### config.mk
export PLATFORM = sky130hd
export DESIGN_NAME = mem_dump_tx
export DESIGN_NICKNAME = d
export VERILOG_FILES = /design/src/rtl/mem_dump_tx.sv
export SDC_FILE = /design/constraint.sdc
export NUM_CORES = 1
export LEC_CHECK = 0
export CAP_MARGIN = 10
export CORE_MARGIN = 2
export CORE_UTILIZATION = 32
export CTS_CLUSTER_SIZE = 8
export DETAILED_ROUTE_END_ITERATION = 16
export MAX_ROUTING_LAYER = met4
export SYNTH_ARGS = -nofsm -noshare
export SYNTH_HDL_FRONTEND = slang
export SYNTH_SLANG_ARGS = --single-unit
export TNS_END_PERCENT = 20
### constraint.sdc
create_clock -name clk -period 2.9 [get_ports clk]
set_input_delay 0.58 -clock clk [delete_from_list [all_inputs] [get_ports clk]]
set_output_delay 0.58 -clock clk [all_outputs]
set_load 0.01 [all_outputs]
### src/rtl/mem_dump_tx.sv
// Memory-dump transmitter: reads RAM addresses 0..DEPTH-1 in order and sends
// each byte on a UART tx line (8N1, LSB first). All outputs are registered.
module mem_dump_tx #(
  parameter int CLKS_PER_BIT = 87,
  parameter int ADDR_W       = 8,
  parameter int DEPTH        = 256
) (
  input  logic              clk,
  input  logic              rst,
  input  logic              ce,
  input  logic              start,
  input  logic [7:0]        ram_out,
  output logic [ADDR_W-1:0] ram_adr,
  output logic              ram_enable,
  output logic              ram_rw,
  output logic              tx,
  output logic              busy,
  output logic              done
);

  typedef enum logic [2:0] {
    IDLE,
    RD_REQ,
    RD_WAIT,
    START,
    DATA,
    STOP,
    NEXT
  } state_t;

  localparam int BAUD_W = (CLKS_PER_BIT > 2) ? $clog2(CLKS_PER_BIT) : 1;
  localparam logic [BAUD_W-1:0] BAUD_LAST = BAUD_W'(CLKS_PER_BIT - 1);
  // Compare against the last address before incrementing, so a full
  // 2**ADDR_W dump ends on all-ones without wrapping first.
  localparam logic [ADDR_W-1:0] ADR_LAST  = ADDR_W'(DEPTH - 1);

  state_t              state, state_n;
  logic [BAUD_W-1:0]   baud, baud_n;
  logic [2:0]          bit_cnt, bit_n;
  logic [7:0]          shreg, shreg_n;
  logic                tx_q, tx_n;
  logic                busy_q, busy_n;
  logic                done_q, done_n;
  logic                en_q, en_n;
  logic [ADDR_W-1:0]   adr_q, adr_n;
  logic                baud_last;

  assign ram_adr    = adr_q;
  assign ram_enable = en_q;
  assign ram_rw     = 1'b0;
  assign tx         = tx_q;
  assign busy       = busy_q;
  assign done       = done_q;

  // Next-state and next-output computation; outputs are derived from the
  // upcoming state so they change together with it.
  always_comb begin
    state_n   = state;
    baud_n    = baud;
    bit_n     = bit_cnt;
    shreg_n   = shreg;
    busy_n    = busy_q;
    done_n    = 1'b0;
    adr_n     = adr_q;
    baud_last = (baud == BAUD_LAST);

    case (state)
      IDLE: begin
        if (start) begin
          busy_n  = 1'b1;
          adr_n   = '0;
          state_n = RD_REQ;
        end
      end
      RD_REQ: begin
        state_n = RD_WAIT;
      end
      RD_WAIT: begin
        shreg_n = ram_out;
        baud_n  = '0;
        bit_n   = '0;
        state_n = START;
      end
      START: begin
        if (baud_last) begin
          baud_n  = '0;
          bit_n   = '0;
          state_n = DATA;
        end else begin
          baud_n = baud + 1'b1;
        end
      end
      DATA: begin
        if (baud_last) begin
          baud_n = '0;
          if (bit_cnt == 3'd7) begin
            bit_n   = '0;
            state_n = STOP;
          end else begin
            bit_n = bit_cnt + 1'b1;
          end
        end else begin
          baud_n = baud + 1'b1;
        end
      end
      STOP: begin
        if (baud_last) begin
          baud_n  = '0;
          state_n = NEXT;
        end else begin
          baud_n = baud + 1'b1;
        end
      end
      NEXT: begin
        if (adr_q == ADR_LAST) begin
          done_n  = 1'b1;
          busy_n  = 1'b0;
          adr_n   = '0;
          state_n = IDLE;
        end else begin
          adr_n   = adr_q + 1'b1;
          state_n = RD_REQ;
        end
      end
      default: begin
        state_n = IDLE;
      end
    endcase

    en_n = (state_n == RD_REQ);

    // tx taps the registered shift register, never ram_out directly.
    case (state_n)
      START:   tx_n = 1'b0;
      DATA:    tx_n = shreg[bit_n];
      default: tx_n = 1'b1;
    endcase
  end

  // State and output registers; reset wins over ce, ce low holds all but done.
  always_ff @(posedge clk) begin
    if (rst) begin
      state   <= IDLE;
      baud    <= '0;
      bit_cnt <= '0;
      shreg   <= '0;
      tx_q    <= 1'b1;
      busy_q  <= 1'b0;
      done_q  <= 1'b0;
      en_q    <= 1'b0;
      adr_q   <= '0;
    end else if (ce) begin
      state   <= state_n;
      baud    <= baud_n;
      bit_cnt <= bit_n;
      shreg   <= shreg_n;
      tx_q    <= tx_n;
      busy_q  <= busy_n;
      done_q  <= done_n;
      en_q    <= en_n;
      adr_q   <= adr_n;
    end else begin
      done_q  <= 1'b0;
    end
  end

endmodule

## Word level (Yosys, flattened, before mapping)

Index checks and enable logic that the tools add are counted.
Widths: inputs -> output; s select.

| cells by class | value |
|---|---|
| add/subtract/negate cells | 3 |
| $mul | 0 |
| div/mod/pow operators | 0 |
| $lt $le $gt $ge | 1 |
| eq/ne operators | 14 |
| shifts and indexed selects | 0 |
| muxes and demuxes | 23 |
| bitwise logic cells | 2 |
| reduce and logical (&&, ||, !) cells | 9 |

Operators by type and width:

| kind | number |
|---|---|
| $mux 3 | 8 |
| $pmux 3 s7 | 1 |
| $mux 8 | 2 |
| $pmux 8 s2 | 1 |
| $eq 3x3->1 const B | 5 |
| $pmux 7 s2 | 1 |
| $eq 3x2->1 const B | 3 |
| $pmux 3 s3 | 1 |
| $add 8x1->8 const B | 1 |
| $eq 8x8->1 const B | 1 |
| $add 7x1->7 const B | 1 |
| $eq 7x7->1 const B | 1 |
| $mux 7 | 1 |
| $eq 3x1->1 const B | 2 |
| $reduce_or 3->1 | 2 |
| $mux 1 | 5 |
| $lt 3x4->1 const B | 1 |
| $ne 2x2->1 const B | 2 |
| $pmux 1 s2 | 2 |
| $reduce_and 2->1 | 2 |
| $reduce_and 4->1 | 1 |
| $reduce_bool 2->1 | 2 |
| $add 3x1->3 const B | 1 |
| $bmux 1 s3 | 1 |
| 3 further kinds | 4 |

| word-level totals | value |
|---|---|
| flip-flop bits (word level) | 33 |
| latch bits | 0 |
| RAM bits | 0 |
| ROM bits | 0 |
| logic and storage cells | 61 |
| memories | 0 |

## Longest topological paths before layout

Gate-level depths: netlist of run 1.

| logic depth | value |
|---|---|
| word-level depth | 7 |
| depth in mapped cells | 9 |
| mapped depth without buffers | 9 |

## Least setup slack after synthesis of run 1

OpenSTA, ideal clock, no wires.

| timing path | value |
|---|---|
| path kind | reg2reg |
| start | register bit_cnt[0] |
| end | register tx_q, in the netlist tx |
| library setup time | 0.125 ns |
| data arrival time | 2.085 ns |
| data required time | 2.775 ns |
| path slack | 0.690 ns |
| stages on the path, launching flop included | 10 |
| buffers on the path | 0 |
| cell sequence | dfxtp_1 -> ha_1 -> ha_1 -> nor3b_1 -> nand4b_1 -> o21ai_2 -> mux2_1 -> nor3b_1 -> nor4_1 -> o41a_1 |

| between the ends | value |
|---|---|
| word-level cells in the longest chain between the ends | 7 |

Ends and longest elaborated chain:

| item | RTL line | RTL |
|---|---|---|
| from (decl) | 39 | `logic [2:0] bit_cnt, bit_n;` |
| from (signal assigned) | 155 | `bit_cnt <= bit_n;` |
| $add 3x1->3 or $eq 3x3->1 (tied branches) | 100, 96 |  |
| $mux 3 | 96 | `if (bit_cnt == 3'd7) begin` |
| $mux 3 | 94 | `if (baud_last) begin` |
| $pmux 3 s3 | 67 | `case (state)` |
| $bmux 1 s3 | 135 | `DATA: tx_n = shreg[bit_n];` |
| $mux 1 (implied by the code) | 135 |  |
| $pmux 1 s2 * | 133 | `case (state_n)` |
| to (signal assigned) | 157 | `tx_q <= tx_n;` |
| to (decl) | 41 | `logic tx_q, tx_n;` |

Mark *: on every way between the ends. The rest lies on a longest branch, timed or not. The select of a mux whose other input is x is not followed.
A chain may end at the register's enable or synchronous reset.

## Final worst setup path of run 1

| timing path | value |
|---|---|
| start | register baud[0] |
| end | register tx_q, in the netlist tx |

| between the ends | value |
|---|---|
| word-level cells in the longest chain between the ends | 6 |

Ends and longest elaborated chain:

| item | RTL line | RTL |
|---|---|---|
| from (decl) | 38 | `logic [BAUD_W-1:0] baud, baud_n;` |
| from (signal assigned) | 154 | `baud <= baud_n;` |
| $eq 7x7->1 * | 65 | `baud_last = (baud == BAUD_LAST);` |
| $mux 3, on equally long branches | 94, 85 |  |
| $pmux 3 s3 | 67 |  |
| $bmux 1 s3 | 135 |  |
| $mux 1 (implied by the code) | 135 |  |
| $pmux 1 s2 * | 133 |  |

Marked as above.

==> results of run 1 <==
[critical path, cell delays in order, from the launching register on]
cell and delay, ns:
dfxtp_1 0.34, inv_1 0.06, ha_1 0.15, nor3b_1 0.43, nand4b_1 0.19, o21ai_2 0.17
mux2_2 0.37, nor3b_1 0.18, nor4_1 0.09, o41a_1 0.36
[state kept, by name (all words and copies together), names as in the netlist]
signal / cells
done: 1
baud: 7
busy: 1
shreg: 8
state: 3
ram_enable: 1
tx: 1
ram_adr: 8
bit_cnt: 3
[logic make-up (layout without fill, tap and decap cells)]
kind of cell    Yosys count  count (layout)  synth area share
compound gates           41              41             0.154
xor+xnor                 10              10            0.0498
fa+ha+maj                 5               5            0.0356
buf+inv                  15              41            0.0412
flops                    33              33             0.376
mux                      13              13            0.0761
other cells               1               1           0.00213
simple gates             87              87             0.265
[where the power goes]
part / switching (mW) / internal [mW] / total, mW
combinational: 0.0486 / 0.0488 / 0.0974
clock: 0.168 / 0.280 / 0.448
sequential: 0.0130 / 0.464 / 0.477
[layout make-up]
type,count,share of cell area
Multi-Input combinational cell,157,0.470
Clock inverter,1,0.0138
Clock buffer,7,0.0396
Timing Repair Buffer,29,0.126
Sequential cell,33,0.303
Inverter,4,0.00688
Tap cell,70,0.0402
[how the worst max path moves through the flow]
stage,startpoint,end,cells after the start
after global routing,baud[0],tx,9
after global placement,ce,baud[5],6
after detailed placement,baud[0],tx,9
after CTS,baud[0],tx,9
final,baud[0],tx,9
after floorplan,bit_cnt[0],tx,9
[through the flow]
| stage | cell area, sq um | hold WS [ns] |
|---|---|---|
| final | 2180 | 0.454 |
| after global routing | 2180 | 0.505 |
| after CTS | 2180 | 0.463 |
| after detailed placement | 2060 | 0.453 |
| after global placement | 2060 | 0.449 |
| after floorplan | 1760 | 0.453 |
[synthesized netlist by cell type (all sizes together), types with 2 or more instances]
cell,number
o211ai,2
a32oi,3
xnor2,3
nand4b,2
o21ai,14
mux2,3
nand2,14
or3,4
buf,4
nor3,5
o31ai,2
a211oi,5
nor2b,2
nor2,31
xor2,7
nand2b,5
nor3b,5
nand4,8
clkbuf,7
nand3,4
and3,2
dfxtp,33
mux2i,10
nor4,3
a21oi,9
ha,5
inv,4
[layer usage]
metal,part of all wire,track usage,up-vias
met2,0.47,0.213,43
met3,0.042,0.0368,7
met5,0,-,-
li1,-,-,786
met1,0.47,0.159,738
met4,0.018,0.0754,0
==> results.cfg, run 1 <==
[clock_tree]
clk_latency_ns = 0.29
post_cts_resized = 0
cts_tree = done
clockRootBuffer = clkbuf_8
cts_buffer_depth = 2
htree_levels = 2
cts_setup_buffers = 0
clkSlewWorstSetupHoldPaths_ns = 0.07
cts.sinks = 33
holdBufCountCts = 0
cts_buffers = 5

[power_and_ir_drop]
power_mw = 1.02
ir_worst_vdd_mv = 0.165
powerDensity_nw_per_um2 = 469
p_leak_nw = 0.783

[logic_synthesis]
yosys.area.top_type_share = 0.376
async_reset_ff_frac = 0
netlist_area_sq_um = 1760
ys_seq_elements = 33
synth_cells = 205
netlist.top_cell.by_area = dfxtp_1
synth.area.top_cells = dfxtp_1, nor2_1, mux2i_1
synth_fp_nets = 222
synth_edf_count = 0
synthDistinctLibCells = 45
synth_seq_area_share = 0.376
yosysWarnings = 0
avgSynthCellArea_sq_um = 8.58
synth-main-ff-cell = dfxtp_1

[drt]
drt-initial-drc-count = 94
ant_nets = 0
viasPerCell = 5.23
wire_per_inst_um = 12.7
vias = 1574
firstDrtPassIters = 4
wirelength_mm = 3.82
drc = 0

[worst_hold_path]
min_from = busy
hold_depth = 2
hp-class = flip-flop to flip-flop
hold_path_end = busy

[timing]
skew_ns = 0.00920
postLayoutSetupSlackWorst_ns = 0.435
max_freq_mhz = 406
tns_ns = 0
finalCriticalPeriod_ns = 2.47
slew_headroom = 0.495
setup_viol = 0
worstMarginPinSlew_ns = 0.756
rsz0062_at_grt = no
hold_viol_final = 0
fin_crit_sh = 0.850
drv_slew = 0

[critical_path]
crit_required_ns = 3.06
rr_endpoint = tx
endpoint_kind = flip-flop
arrival_ns = 2.63
crit_type = flip-flop to flip-flop
r2r_start = baud[0]
critPathLaunchType = flip-flop
rrSetupSlack_ns = 0.43
crit_fanout = 5
rr_worst_depth = 9

[place]
hpwl_mm = 2.84
place.gp.congestion = 0.802
port_buffers = 23
dp.cells = 293
pre_cts_slack_ns = 0.430

[cells_and_area]
multi_input_area_sq_um = 1030
syn_to_final_growth_pct = 24.0
drive_above_1_share = 0.0952
layout_commonest_cell = dfxtp_1
post-route-util = 0.419
seqCellArea_sq_um = 661
fillerInstances = 544
final_cell_mix = dfxtp_1, nor2_1, clkdlybuf4s50_1, nand2_1, o21ai_0
fin_cells = 301
nets = 247
n_antenna_cell = 0

[floorplanning]
die_w_um = 78.1
io_pins = 25
fp-row-count = 26
die_h_um = 78.1
start_util = 0.338
design.die.area_sq_um = 6110
core_area_sq_um = 5200

[grt]
grt_pass1_vias = 1470
overflow = 0
track_usage = 0.136
antenna_found_initial = 0
grt_max_degree = 20
grt_first_pass_wirelength_mm = 6.47

[run]
drv_cap = 0

[run_status]
status = finished clean
Note: power is estimated with default switching activity, not from simulation.
==> run 2, diff against run 1 <==
- PLACE_DENSITY_LB_ADDON: unset -> 0.12
==> run 2 against run 1 <==
  * Non-clock buffer count unchanged
  * First-iteration DRC count decreased by 36%
  * Hold slack improved by 0.0071 ns
  * Register-to-register slack lost 0.095 ns
  * Largest power group unchanged
==> results.cfg, run 2 (same netlist as run 1, synthesis figures left out) <==
[critical_path]
slowest_delay_ns = 0.71
endpoint_kind = flip-flop
critPathLaunchType = flip-flop
crit_type = flip-flop to flip-flop
cp_cell_sequence = or3b_1 -> o311ai_2 -> o21ai_2 -> mux2_1 -> nor3b_1 -> nor4_1 -> o41a_1
cp_slowest_cell = dfxtp_1
crit_buf_inv = 0
arrival_ns = 2.73
crit_fanout = 18
cp_top_family = simple AND/OR/NAND/NOR gates
crit_required_ns = 3.07

[clock_tree]
cts_tree = done
holdBufCountCts = 0
cts_setup_buffers = 0
cts_buffer_depth = 2
post_cts_resized = 0
cts_buffers = 5
clockRootBuffer = clkbuf_8
cts.sinks = 33
htree_levels = 2
clkSlewWorstSetupHoldPaths_ns = 0.07
clk_latency_ns = 0.28

[timing]
fin_crit_sh = 0.883
hold_viol_final = 0
finalCriticalPeriod_ns = 2.56
drv_slew = 0
tns_ns = 0
slew_headroom = 0.590
worstMarginPinSlew_ns = 0.614
skew_ns = 0.00396
postLayoutSetupSlackWorst_ns = 0.340
max_freq_mhz = 391
setup_viol = 0
rsz0062_at_grt = no

[floorplanning]
io_pins = 25
die_w_um = 78.1
core_area_sq_um = 5200
fp-row-count = 26
design.die.area_sq_um = 6110
start_util = 0.338
die_h_um = 78.1

[place]
port_buffers = 23
place.gp.congestion = 0.820
hpwl_mm = 2.86
pre_cts_slack_ns = 0.373

[worst_hold_path]
hp-class = flip-flop to flip-flop

[power_and_ir_drop]
powerDensity_nw_per_um2 = 423
power_frac_seq = 0.525
p_int_mw = 0.679
p_leak_nw = 0.769
clkPwrFrac = 0.367
ir_worst_vdd_mv = 0.275
combPwrFrac = 0.108
power.share.switching = 0.253
switching_power_mw = 0.230

[grt]
overflow = 0
grt_max_degree = 19
grt_pass1_vias = 1489
antenna_found_initial = 0
track_usage = 0.147
grt_first_pass_wirelength_mm = 7.01

[cells_and_area]
final_cell_mix = dfxtp_1, nor2_1, clkdlybuf4s50_1, nand2_1, o21ai_0
nets = 247
layout_commonest_cell = dfxtp_1
n_antenna_cell = 0
syn_to_final_growth_pct = 22.0
drive_above_1_share = 0.0952
post-route-util = 0.413

[drt]
firstDrtPassIters = 4
ant_nets = 0
vias = 1523
viasPerCell = 5.06
drc = 0
drt-initial-drc-count = 60
wirelength_mm = 4.00
wire_per_inst_um = 13.3

[run_status]
status = finished clean

[run]
drv_cap = 0
run 2: cell count changes in the layout (fill, tap and decap cells not counted):
cell and delta:
clkbuf_8 -1, bufinv_16 -1, clkinv_2 +2
run 2: worst reg2reg max path, delay by kind of cell (launching register included):
family	cells	cell delay, ns
AND/OR/NAND/NOR	3	0.76
flip-flops	1	0.71
AO/OA/AOI/OAI	3	0.64
multiplexers	1	0.33
run 2: cell type report:
cell class | instances | area (sq um)
fill | 547 | 3060
timing repair buffer | 29 | 275
sequential | 33 | 661
multi-input combinational | 157 | 1030
inverter | 4 | 15.0
clock buffer | 6 | 72.6
tap | 70 | 87.6
clock inverter | 2 | 10.0
run 2: power groups by stage:
stage / sequential (mW) / combinational, mW / clock, mW
2_1_floorplan: 0.481 / 0.0648 / 0
3_3_place_gp: 0.488 / 0.0982 / 0
3_5_place_dp: 0.487 / 0.0978 / 0
4_1_cts: 0.477 / 0.0986 / 0.351
5_1_grt: 0.479 / 0.110 / 0.367
6_report: 0.477 / 0.0979 / 0.334
run 2: stage by stage:
step                      total power [mW]  cell area [sq um]  cells  hold slack [ns]
after floorplan                      0.546               1760    205            0.453
after global placement               0.586               2060    293            0.453
after detailed placement             0.585               2060    293            0.453
after CTS                            0.926               2150    301            0.466
after global routing                 0.956               2150    301            0.500
final                                0.909               2150    301            0.462
run 2: worst paths after layout:
check                             to  slack (ns)  cells after the start     start
worst max register to register    tx        0.34                      7  state[1]
worst max-delay path              tx        0.34                      7  state[1]
worst min-delay path            busy        0.46                      2      busy
worst min register to register  busy        0.46                      2      busy
run 2: routing by layer:
layer	share of wire	routed length, um	GRT usage
met5	0	0	-
met4	0.011	43	0.0474
met3	0.033	132	0.0368
met2	0.45	1800	0.232
met1	0.51	2020	0.186
==> run 3, diff against run 2 <==
- CTS_CLUSTER_DIAMETER: unset -> 200
==> results of run 3 <==
Same layout as run 2: the final DEF is identical, and so are final timing and power.
